===== config.mk =====
export PLATFORM = sky130hd
export DESIGN_NAME = m2vblkseq
export DESIGN_NICKNAME = d
export VERILOG_FILES = /design/src/rtl/m2vblkseq.sv
export SDC_FILE = /design/constraint.sdc
export NUM_CORES = 1
export LEC_CHECK = 0
export BUFFER_PORTS_ARGS = -buffer_cell sky130_fd_sc_hd__buf_4
export CAP_MARGIN = 20
export CORE_ASPECT_RATIO = 0.5
export CORE_MARGIN = 8
export CORE_UTILIZATION = 45
export DETAILED_ROUTE_END_ITERATION = 12
export GPL_ROUTABILITY_DRIVEN = 0
export PLACE_DENSITY = 0.74
export SYNTH_ARGS = -nofsm -noshare
export SYNTH_HDL_FRONTEND = slang
export SYNTH_SLANG_ARGS = --single-unit
export TNS_END_PERCENT = 20

===== constraint.sdc =====
create_clock -name clk -period 1.2 [get_ports clk]
set_input_delay 0.24 -clock clk [delete_from_list [all_inputs] [get_ports clk]]
set_output_delay 0.24 -clock clk [all_outputs]
set_load 0.02 [all_outputs]

===== src/rtl/m2vblkseq.sv =====
// m2vblkseq: MPEG-2 4:2:0 macroblock block sequencer.
// Walks Y0..Y3, Cb, Cr, framing each block for m2visdq and kicking the VLD for coded blocks.
module m2vblkseq #(
  parameter int NBLK = 6
) (
  input  logic       clk,
  input  logic       reset_n,
  input  logic       softreset,
  input  logic       mb_valid,
  output logic       mb_ready,
  input  logic [5:0] mb_cbp,
  input  logic       mb_intra,
  input  logic       mb_skip,
  input  logic [4:0] mb_qscode,
  input  logic       ready_isdq,
  output logic       s1_enable,
  output logic       s1_coded,
  output logic       s1_mb_intra,
  output logic [4:0] s1_mb_qscode,
  output logic [2:0] s1_blkidx,
  output logic       block_start,
  output logic       block_end,
  output logic       dec_start,
  input  logic       dec_eob,
  input  logic       dec_err,
  output logic       mb_done,
  output logic       err_flag
);

  localparam logic [2:0] LAST_IDX = 3'(NBLK - 1);

  typedef enum logic [2:0] {S_IDLE, S_SETUP, S_WAIT, S_DEC, S_END} state_t;

  state_t     state_reg, state_next;
  logic [5:0] cbp_reg, cbp_next;
  logic [5:0] cbp_by_idx;
  logic       skip_reg, skip_next;
  logic       s1_enable_reg, s1_enable_next;
  logic       s1_coded_reg, s1_coded_next;
  logic       s1_mb_intra_reg, s1_mb_intra_next;
  logic [4:0] s1_mb_qscode_reg, s1_mb_qscode_next;
  logic [2:0] blkidx_reg, blkidx_next;
  logic       block_start_reg, block_start_next;
  logic       block_end_reg, block_end_next;
  logic       dec_start_reg, dec_start_next;
  logic       mb_done_reg, mb_done_next;
  logic       err_flag_reg, err_flag_next;
  logic       last_blk;
  logic       blk_finish;

  // cbp arrives MSB-first (bit5 = Y0); store it indexed by block number instead.
  genvar gi;
  generate
    for (gi = 0; gi < 6; gi++) begin : g_cbp_rev
      assign cbp_by_idx[gi] = mb_cbp[5 - gi];
    end
  endgenerate

  assign last_blk = (blkidx_reg == LAST_IDX);

  always_ff @(posedge clk or negedge reset_n) begin
    if (!reset_n) begin
      state_reg        <= S_IDLE;
      cbp_reg          <= '0;
      skip_reg         <= 1'b0;
      s1_enable_reg    <= 1'b0;
      s1_coded_reg     <= 1'b0;
      s1_mb_intra_reg  <= 1'b0;
      s1_mb_qscode_reg <= '0;
      blkidx_reg       <= '0;
      block_start_reg  <= 1'b0;
      block_end_reg    <= 1'b0;
      dec_start_reg    <= 1'b0;
      mb_done_reg      <= 1'b0;
      err_flag_reg     <= 1'b0;
    end else if (softreset) begin
      state_reg        <= S_IDLE;
      cbp_reg          <= '0;
      skip_reg         <= 1'b0;
      s1_enable_reg    <= 1'b0;
      s1_coded_reg     <= 1'b0;
      s1_mb_intra_reg  <= 1'b0;
      s1_mb_qscode_reg <= '0;
      blkidx_reg       <= '0;
      block_start_reg  <= 1'b0;
      block_end_reg    <= 1'b0;
      dec_start_reg    <= 1'b0;
      mb_done_reg      <= 1'b0;
      err_flag_reg     <= 1'b0;
    end else begin
      state_reg        <= state_next;
      cbp_reg          <= cbp_next;
      skip_reg         <= skip_next;
      s1_enable_reg    <= s1_enable_next;
      s1_coded_reg     <= s1_coded_next;
      s1_mb_intra_reg  <= s1_mb_intra_next;
      s1_mb_qscode_reg <= s1_mb_qscode_next;
      blkidx_reg       <= blkidx_next;
      block_start_reg  <= block_start_next;
      block_end_reg    <= block_end_next;
      dec_start_reg    <= dec_start_next;
      mb_done_reg      <= mb_done_next;
      err_flag_reg     <= err_flag_next;
    end
  end

  always_comb begin
    state_next        = state_reg;
    cbp_next          = cbp_reg;
    skip_next         = skip_reg;
    s1_enable_next    = s1_enable_reg;
    s1_coded_next     = s1_coded_reg;
    s1_mb_intra_next  = s1_mb_intra_reg;
    s1_mb_qscode_next = s1_mb_qscode_reg;
    blkidx_next       = blkidx_reg;
    block_start_next  = 1'b0;
    block_end_next    = 1'b0;
    dec_start_next    = 1'b0;
    mb_done_next      = 1'b0;
    err_flag_next     = err_flag_reg;
    blk_finish        = 1'b0;

    case (state_reg)
      S_IDLE: begin
        if (mb_valid) begin
          s1_mb_intra_next  = mb_intra;
          s1_mb_qscode_next = mb_qscode;
          skip_next         = mb_skip;
          if (mb_skip)
            cbp_next = 6'h00;
          else if (mb_intra)
            cbp_next = 6'h3F;
          else
            cbp_next = cbp_by_idx;
          err_flag_next = 1'b0;
          blkidx_next   = '0;
          state_next    = S_SETUP;
        end
      end
      S_SETUP: begin
        s1_enable_next = ~skip_reg;
        s1_coded_next  = cbp_reg[blkidx_reg];
        state_next     = S_WAIT;
      end
      S_WAIT: begin
        if (ready_isdq) begin
          block_start_next = 1'b1;
          dec_start_next   = s1_coded_reg;
          state_next       = S_DEC;
        end
      end
      S_DEC: begin
        // Uncoded blocks spend only the block_start cycle here so block_end never
        // coincides with block_start. VLD status is ignored during the dec_start cycle.
        if (!s1_coded_reg) begin
          blk_finish = 1'b1;
        end else if (!dec_start_reg && (dec_eob || dec_err)) begin
          blk_finish    = 1'b1;
          err_flag_next = err_flag_reg | dec_err;
        end
        if (blk_finish) begin
          block_end_next = 1'b1;
          mb_done_next   = last_blk;
          state_next     = S_END;
        end
      end
      S_END: begin
        if (last_blk) begin
          state_next = S_IDLE;
        end else begin
          blkidx_next = blkidx_reg + 3'd1;
          state_next  = S_SETUP;
        end
      end
      default: state_next = S_IDLE;
    endcase
  end

  assign mb_ready     = (state_reg == S_IDLE);
  assign s1_enable    = s1_enable_reg;
  assign s1_coded     = s1_coded_reg;
  assign s1_mb_intra  = s1_mb_intra_reg;
  assign s1_mb_qscode = s1_mb_qscode_reg;
  assign s1_blkidx    = blkidx_reg;
  assign block_start  = block_start_reg;
  assign block_end    = block_end_reg;
  assign dec_start    = dec_start_reg;
  assign mb_done      = mb_done_reg;
  assign err_flag     = err_flag_reg;

endmodule


# [Word-level counts from Yosys, hierarchy flattened]
# Cells that the tools add are included.
# W data, S select, Z words.
[totals] rom_bits=0 ram_bits=0 word_cells=91 ff_bits=26 latch_bits=0 output_inout_bits=17 mem_count=0 in_bits=20
[classes] addsub=1 n_eq_ne=11 bitwise=2 div=0 multipliers=0 n_reduce_logical=13 shifts=0 magnitude_cmp=1 n_mux=50
[ops] operator="$mux W1" n=31
[ops] operator="$mux W6" n=5
[ops] operator="$mux W3" n=7
[ops] operator="$ne A3 B3 Y1 const B" n=6
[ops] operator="$mux W5" n=3
[ops] operator="$pmux W3 S5" n=1
[ops] operator="$eq A3 B2 Y1 const B" n=2
[ops] operator="$eq A3 B3 Y1 const B" n=2
[ops] operator="$pmux W3 S2" n=1
[ops] operator="$reduce_and A3 Y1" n=2
[ops] operator="$reduce_bool A2 Y1" n=3
[ops] operator="$reduce_bool A3 Y1" n=2
[ops] operator="$lt A3 B4 Y1 const B" n=1
[ops] operator="$reduce_and A4 Y1" n=1
[ops] operator="$add A3 B1 Y3 const B" n=1
[ops] operator="$bmux W1 S3" n=1
[ops] operator="$eq A3 B1 Y1 const B" n=1
[ops] operator="$logic_not A3 Y1" n=1
[ops] operator="$pmux W1 S2" n=1
[ops] operator="$reduce_and A2 Y1" n=1
[ops] operator="$logic_and A1 B1 Y1" n=1
[ops] operator="$logic_not A1 Y1" n=1
[ops] operator="$logic_or A1 B1 Y1" n=1
[ops] operator="$not A1 Y1" n=1
[ops] operator="$or A1 B1 Y1" n=1

# [Longest topological paths before layout]
# Gate-level depths: netlist (run 1).
[logic_depth] depth_word=8 depth_mapped=6 mapped_depth_nobuf=6

# [Worst setup path before layout (run 1)]
# OpenSTA, ideal clock, no wires.
[synth_path] path_kind="register -> register" startpoint="register blkidx_reg[0], in the netlist s1_blkidx[0]" endpoint="register s1_coded_reg, in the netlist s1_coded" n_path_buf=0 path_stages_with_launch=4 t_arrival_ps=1365 setup_slack_ps=-297 setup_time_ps=132 period_less_slack_ps=1497 t_required_ps=1068 cell_sequence="dfrtp_1 > mux4_2 > a211oi_2 > a211oi_1"
[synth_between] elab_chain_cells=4
[synth_lines] element="from (decl)" line_no="42" text="logic [2:0] blkidx_reg, blkidx_next;"
[synth_lines] element="from (signal assigned)" line_no="98" text="blkidx_reg <= blkidx_next;"
[synth_lines] element="$bmux W1 S3" line_no="142" text="s1_coded_next = cbp_reg[blkidx_reg];"
[synth_lines] element="$mux W1 (implied by the code)" line_no="142"
[synth_lines] element="$mux W1" line_no="123" text="case (state_reg)"
[synth_lines] element="$mux W1" line_no="76" text="end else if (softreset) begin"
[synth_lines] element="to (signal assigned)" line_no="95" text="s1_coded_reg <= s1_coded_next;"
[synth_lines] element="to (decl)" line_no="39" text="logic s1_coded_reg, s1_coded_next;"
# No other way between the ends. The select of a mux whose other input is x is not followed.
# A chain may end at the register's enable or synchronous reset.

# [Worst setup path in the final report (run 1)]
[layout_path] startpoint="register blkidx_reg[1], in the netlist s1_blkidx[1]" endpoint="register blkidx_reg[1], in the netlist s1_blkidx[1]"
[layout_between] elab_chain_cells=4 word_cells_on_any_way=7 cone_classes="add/sub: 1; eq/ne: 2; mux: 3; reduce/logical: 1"
[layout_lines] element="$add A3 B1 Y3" line_no="171" text="blkidx_next = blkidx_reg + 3'd1;"
[layout_lines] element="$mux W3" line_no="168" text="if (last_blk) begin"
[layout_lines] element="$pmux W3 S2" line_no="123"
[layout_lines] element="$mux W3" line_no="76"
# Parallel ways exist; a longest one is shown, timed or not. The select of a mux whose other input is x is not followed.

==> results.tsv, run 1 <==
metric	value	unit
Synth Warn #	0	
Avg Cell Area, Syn	9.78	sq um
hold-critical path endpoint	s1_mb_qscode[1]	
multiplexer share of the synthesized area	2.60	%
Remaining DRCs	0	
Worst Skew	0.00415	ns
Initial Util	47.8	%
Setup CP Type	reg2reg	
final wirelength	3.45	mm
sequential area share after synthesis	51.9	%
reg2reg start	s1_blkidx[1]	
Final Critical Period	1.42	ns
sequential power share	43.8	%
fin nets	205	
synth cell count leaders	dfrtp_1 (26), o21ai_0 (23), nand2_1 (17)	
predominant post-synthesis flop cell	dfrtp_1	
number of diodes	0	
Worst EP required	1.37	ns
simple-gate share of the synthesized area	19.1	%
part of the cycle the worst path needs	119	%
port bufs	36	
post-route setup slack	-0.223	ns
Area growth syn-to-layout	52.3	%
max cap viols	0	
Clk pin slew, worst setup/hold paths	0.09	ns
worst-skew pair later-pin latency	0.27	ns
post-detail-place hpwl	2.11	mm
CTS sink count	26	
antenna violations before repair	0	
Slew @ Worst Pin	0.381	ns
setup violators final	25	
std cell rows	13	
Remaining Overflow, GRT	0	
Internal	1640	uW
largest net degree at the start of global routing	27	
Post-Synthesis Cells	128	
leading cell type by number of instances after synthesis	dfrtp_1	
CTS tree	done	
Total Power	2220	uW
reg-to-reg endpoint	s1_blkidx[1]	
DIE AREA	0.00483	sq mm
Die Span X	90.6	microns
H-tree depth	1	
ys async rst share	100	%
worst min path class	in2reg	
core area	0.00262	sq mm
Slew Limit Fails	0	
via density per instance	5.32	
Place WS	-0.108	ns
setup slack, reg-to-reg	-0.22	ns
DR vias	1164	
Largest register FFs	6	
Crit Path Max Fanout	3	
static leakage	0.000858	uW
outcome	complete, but fails checks	
Initial DRC Count	88	
total power per unit cell area	1160	mW/mm^2
post-synthesis compound-gate area fraction	19.5	%
WHS Path Cells	3	
FF+latch area	656	sq um
FILL cells	183	
Net Count, Synth	150	
largest area contributor in the netlist	dfrtp_1	
hold_sp	mb_qscode[1]	
reg2reg path depth	7	
Core Util, Final	72.9	%
layout cell share with drive strength beyond 1	45.1	%
Setup crit end kind	register	
Synth Area in Adders	2.00	%
global-route wire length before repair	5.06	mm
Fin. Hold Viols	0	
Clock power frac	33.0	%
fmax	703	MHz
max_slew headroom	74.4	%
I/O pins	37	
clock buffer depth	2	
switching share of power	26.1	%
RSZ-0062 raised after global routing	yes	
Clock Tree Root	clkbuf_8	
multi-input logic area	618	sq um
chip height	53.3	microns
Critical Path Start Type	register	
maximum VDD drop	718	uV
TritonRoute pass-1 iters	4	
EDFF count, synth	0	
combinational share of power	23.2	%
post-synthesis xor/xnor area fraction	0	%
failing checks	negative setup slack	
main combinational cell family by area after synthesis	compound AO/OA/AOI/OAI gates	
Routed Antenna Nets	0	
Synth area leaders	dfrtp_1 (52%), o21ai_0 (9.2%), nand2_1 (5.1%)	
Netlist cell types	30	
#FFs+latches synth	26	
gr usage total	12.9	%
area share of the largest cell type after synthesis	51.9	%
vias in the first global route	1110	
Routed wire per std cell	15.7	microns
WP data arrival	1.59	ns
Psw	580	uW
Num CTS Buffers	3	
Synth Cell Area	0.00125	sq mm
[power groups by stage]
stage          combinational (uW)  clock (uW)  sequential (uW)
2_1_floorplan                 176           0             1020
3_5_place_dp                  400           0              990
4_1_cts                       430         748              969
6_report                      516         733              973
5_1_grt                       560         787              982
3_3_place_gp                  394           0              989
[routing by layer]
layer  vias up  wire length, microns  track usage (%)
met5         -                     0                0
met4         0                    44             3.27
met3         4                   231             4.65
met2        46                  1780             22.5
met1       558                  1400             15.2
li1        556                     -                -
[area by class of cell]
type,instances,area share [%]
Clock buffer,3,2.16
Clock inverter,1,1.57
Inverter,4,0.787
Multi-Input combinational cell,91,32.4
Sequential cell,26,34.4
Tap cell,37,2.43
Timing Repair Buffer,57,26.3
[placed cells by master, fill, tap and decap left out, types with 2 or more instances in the layout]
| cell | n |
|---|---|
| a211oi_2 | 2 |
| a21oi_1 | 3 |
| a21oi_2 | 2 |
| a31oi_1 | 2 |
| buf_4 | 43 |
| buf_6 | 11 |
| clkbuf_8 | 3 |
| dfrtp_1 | 22 |
| dfrtp_2 | 4 |
| inv_1 | 3 |
| nand2_1 | 16 |
| nand2b_1 | 8 |
| nand3_1 | 2 |
| nor2_1 | 7 |
| nor2b_1 | 3 |
| o21ai_0 | 10 |
| o21ai_1 | 11 |
| o21ai_2 | 2 |
[metrics by stage]
step	instances	cell area (sq um)	hold slack, ns	TNS, ns
final	219	1910	0.207	-2.74
after detailed placement	207	1640	0.169	-0.846
after CTS	217	1770	0.212	-1.91
after global placement	207	1640	0.165	-0.383
after floorplan	128	1250	-0.0556	-0.382
after global routing	219	1910	0.214	-4.40
[cell families after synthesis]
logic type                 count (synthesis)
DFF                                       26
and+or+nand+nor                           48
adders and majority gates                  2
buffers and inverters                     11
AOI/OAI and AO/OA                         39
muxes                                      2
[what timing repair did]
action / in CTS / in global routing
gates resized for setup: 6 / 36
pin swaps: 1 / 8
gates cloned: 0 / 1
buffers inserted: 5 / 1
hold buffers: 1 / 0
hold endpoints to repair: 26 / 0
setup endpoints to repair: 27 / 27
[worst max-delay path, stage by stage (launching register included)]
cell	delay [ns]
dfrtp_2	0.42
inv_2	0.08
ha_4	0.15
nand3_1	0.10
a31oi_1	0.25
buf_4	0.16
nand2_1	0.05
o21ai_0	0.10
[worst max path at each step]
stage	slack (ns)	cells past startpoint	end	start
floorplan	-0.15	3	s1_coded	s1_blkidx[0]
global placement	-0.08	3	s1_coded	s1_blkidx[0]
detailed placement	-0.11	3	s1_coded	s1_blkidx[0]
CTS	-0.16	3	s1_coded	s1_blkidx[0]
global route	-0.27	7	s1_blkidx[1]	s1_blkidx[1]
finish	-0.22	7	s1_blkidx[1]	s1_blkidx[1]
No activity file was read; power rests on OpenSTA's default activity.
==> inputs of run 2 (changes only) <==
--- a/config.mk
+++ b/config.mk
@@ -7,12 +7,11 @@
 export LEC_CHECK = 0
 export BUFFER_PORTS_ARGS = -buffer_cell sky130_fd_sc_hd__buf_4
 export CAP_MARGIN = 20
-export CORE_ASPECT_RATIO = 0.5
 export CORE_MARGIN = 8
-export CORE_UTILIZATION = 45
+export CORE_UTILIZATION = 50
 export DETAILED_ROUTE_END_ITERATION = 12
 export GPL_ROUTABILITY_DRIVEN = 0
-export PLACE_DENSITY = 0.74
+export PLACE_DENSITY = 0.78
 export SYNTH_ARGS = -nofsm -noshare
 export SYNTH_HDL_FRONTEND = slang
 export SYNTH_SLANG_ARGS = --single-unit
==> constraint.sdc (replaced) <==
create_clock -name clk -period 1.5 [get_ports clk]
set_input_delay 0.3 -clock clk [delete_from_list [all_inputs] [get_ports clk]]
set_output_delay 0.3 -clock clk [all_outputs]
set_load 0.02 [all_outputs]
==> results.tsv, run 2 (synthesized netlist as in run 1, its figures left out) <==
metric	value	unit	change
reg2reg start	s1_blkidx[1]		unchanged
Place WS	0.0844	ns	was -0.108 ns
Critical Path Start Type	register		unchanged
worst path cell trace	buf_6 -> nor3_4 -> buf_6		was inv_2 -> ha_4 -> nand3_1 -> a31oi_1 -> buf_4 -> nand2_1 -> o21ai_0
TritonRoute pass-1 iters	4		unchanged
cell mode on critical path	buf_6		
DIE AREA	0.00436	sq mm	was 0.00483 sq mm
Core Util, Final	67.0	%	was 72.9%
Area growth syn-to-layout	30.2	%	was 52.3%
Internal	996	uW	was 1640 uW
most frequent cells in the layout	buf_4 (39), dfrtp_1 (25), o21ai_0 (23)		was buf_4 (43), dfrtp_1 (22), nand2_1 (16)
vias in the first global route	1077		was 1110
layout cell share with drive strength beyond 1	31.1	%	was 45.1%
std cell rows	18		was 13
Initial Util	51.5	%	was 47.8%
Initial DRC Count	41		was 88
post-route setup slack	0.0123	ns	was -0.223 ns
crit path max-delay cell type	dfrtp_1		was dfrtp_2
Remaining DRCs	0		unchanged
post-detail-place hpwl	2.22	mm	was 2.11 mm
reg-to-reg endpoint	s1_blkidx[2]		was s1_blkidx[1]
Max stage delay on crit path	0.42	ns	about the same
Fin. Hold Viols	0		unchanged
fin nets	191		was 205
Clk pin slew, worst setup/hold paths	0.14	ns	was 0.09 ns
Routed Antenna Nets	0		unchanged
port bufs	36		unchanged
Remaining Overflow, GRT	0		unchanged
outcome	complete, no violations		was complete, but fails checks
final wirelength	2.93	mm	was 3.45 mm
Num CTS Buffers	3		unchanged
I/O pins	37		unchanged
Worst Skew	0.00667	ns	was 0.00415 ns
Final Critical Period	1.49	ns	
largest net degree at the start of global routing	27		unchanged
switching share of power	29.2	%	was 26.1%
Largest register FFs	6		unchanged
Total Power	1410	uW	was 2220 uW
CTS sink count	26		unchanged
chip height	66.1	microns	was 53.3 microns
setup violators final	0		was 25
global-route wire length before repair	4.93	mm	was 5.06 mm
worst min path class	in2reg		unchanged
CTS tree	done		unchanged
max cap viols	0		unchanged
Routed wire per std cell	14.9	microns	was 15.7 microns
DR vias	1059		was 1164
Worst EP required	1.20	ns	was 1.37 ns
Die Span X	66.1	microns	was 90.6 microns
Clock Tree Root	clkbuf_4		was clkbuf_8
clock buffer depth	2		unchanged
leading cell type in the layout, fill and taps excluded	buf_4		unchanged
number of diodes	0		unchanged
hold-critical path endpoint	s1_mb_qscode[0]		was s1_mb_qscode[1]
hold_sp	mb_qscode[0]		was mb_qscode[1]
Crit Path Max Fanout	9		was 3
Setup crit end kind	output port		was register
maximum VDD drop	484	uV	was 718 uV
gr usage total	14.3	%	was 12.9%
Psw	410	uW	was 580 uW
max_slew headroom	72.0	%	was 74.4%
setup TNS	0	ns	was -2.74 ns
part of the cycle the worst path needs	99.2	%	
combinational share of power	23.5	%	was 23.2%
Clock power frac	21.1	%	was 33.0%
Slew @ Worst Pin	0.416	ns	was 0.381 ns
reg2reg path depth	6		was 7
fmax	672	MHz	
via density per instance	5.38		was 5.32
Slew Limit Fails	0		unchanged
core area	0.00243	sq mm	was 0.00262 sq mm
antenna violations before repair	0		unchanged
sequential power share	55.4	%	was 43.8%
H-tree depth	1		unchanged
total power per unit cell area	862	mW/mm^2	was 1160 mW/mm^2
Setup CP Type	reg2out		was reg2reg
WP data arrival	1.19	ns	was 1.59 ns
RSZ-0062 raised after global routing	yes		unchanged
WHS Path Cells	3		unchanged
setup slack, reg-to-reg	0.10	ns	was -0.22 ns
worst-skew pair later-pin latency	0.32	ns	was 0.27 ns
static leakage	0.000740	uW	was 0.000858 uW
-- run 2: layer usage --
layer / GRT usage [%] / vias up / share of wire, %
li1: - / 529 / -
met1: 17.6 / 496 / 42
met2: 23.3 / 28 / 51
met3: 3.05 / 6 / 5.3
met4: 6.67 / 0 / 1.5
met5: 0 / - / 0
-- run 2: area by class of cell --
| class | instances | area, sq um |
|---|---|---|
| clock buffer | 3 | 22.5 |
| fill | 205 | 802 |
| inverter | 4 | 15.0 |
| multi-input combinational | 91 | 558 |
| sequential | 26 | 652 |
| tap | 30 | 37.5 |
| timing repair buffer | 43 | 345 |
-- run 2: power groups by stage --
stage          clock (uW)  combinational [uW]  sequential, uW
6_report              297                 331             778
2_1_floorplan           0                 141             815
3_5_place_dp            0                 314             791
5_1_grt               332                 363             784
4_1_cts               302                 320             778
3_3_place_gp            0                 304             789
-- run 2: per-stage QoR --
stage | hold WS, ns | cell area [sq um] | std cells
after global placement | 0.224 | 1560 | 192
final | 0.232 | 1630 | 197
after global routing | 0.230 | 1630 | 197
after CTS | 0.229 | 1610 | 196
after detailed placement | 0.226 | 1560 | 192
after floorplan | 0.00441 | 1250 | 128
-- run 2: worst max-delay path by stage --
stage,startpoint,endpoint,slack (ns),depth (start not counted)
floorplan,s1_blkidx[0],s1_coded,0.003,3
global placement,s1_blkidx[1],s1_blkidx[2],0.15,6
detailed placement,s1_blkidx[1],s1_blkidx[2],0.08,6
CTS,state_reg[0],mb_ready,0.005,3
global route,s1_blkidx[1],s1_blkidx[2],-0.05,6
finish,state_reg[0],mb_ready,0.01,3
-- run 2: timing repair --
action	4_1_cts	5_1_grt
hold buffers	1	0
endpoints found under the hold margin	26	0
endpoints found under the setup margin	1	3
buffers inserted	0	1
resized for setup	3	3
-- run 2: critical path, delay by kind of cell (launching register included) --
kind	cells	cell delay, ns
flops	1	0.42
buf+inv	2	0.29
simple gates	1	0.16
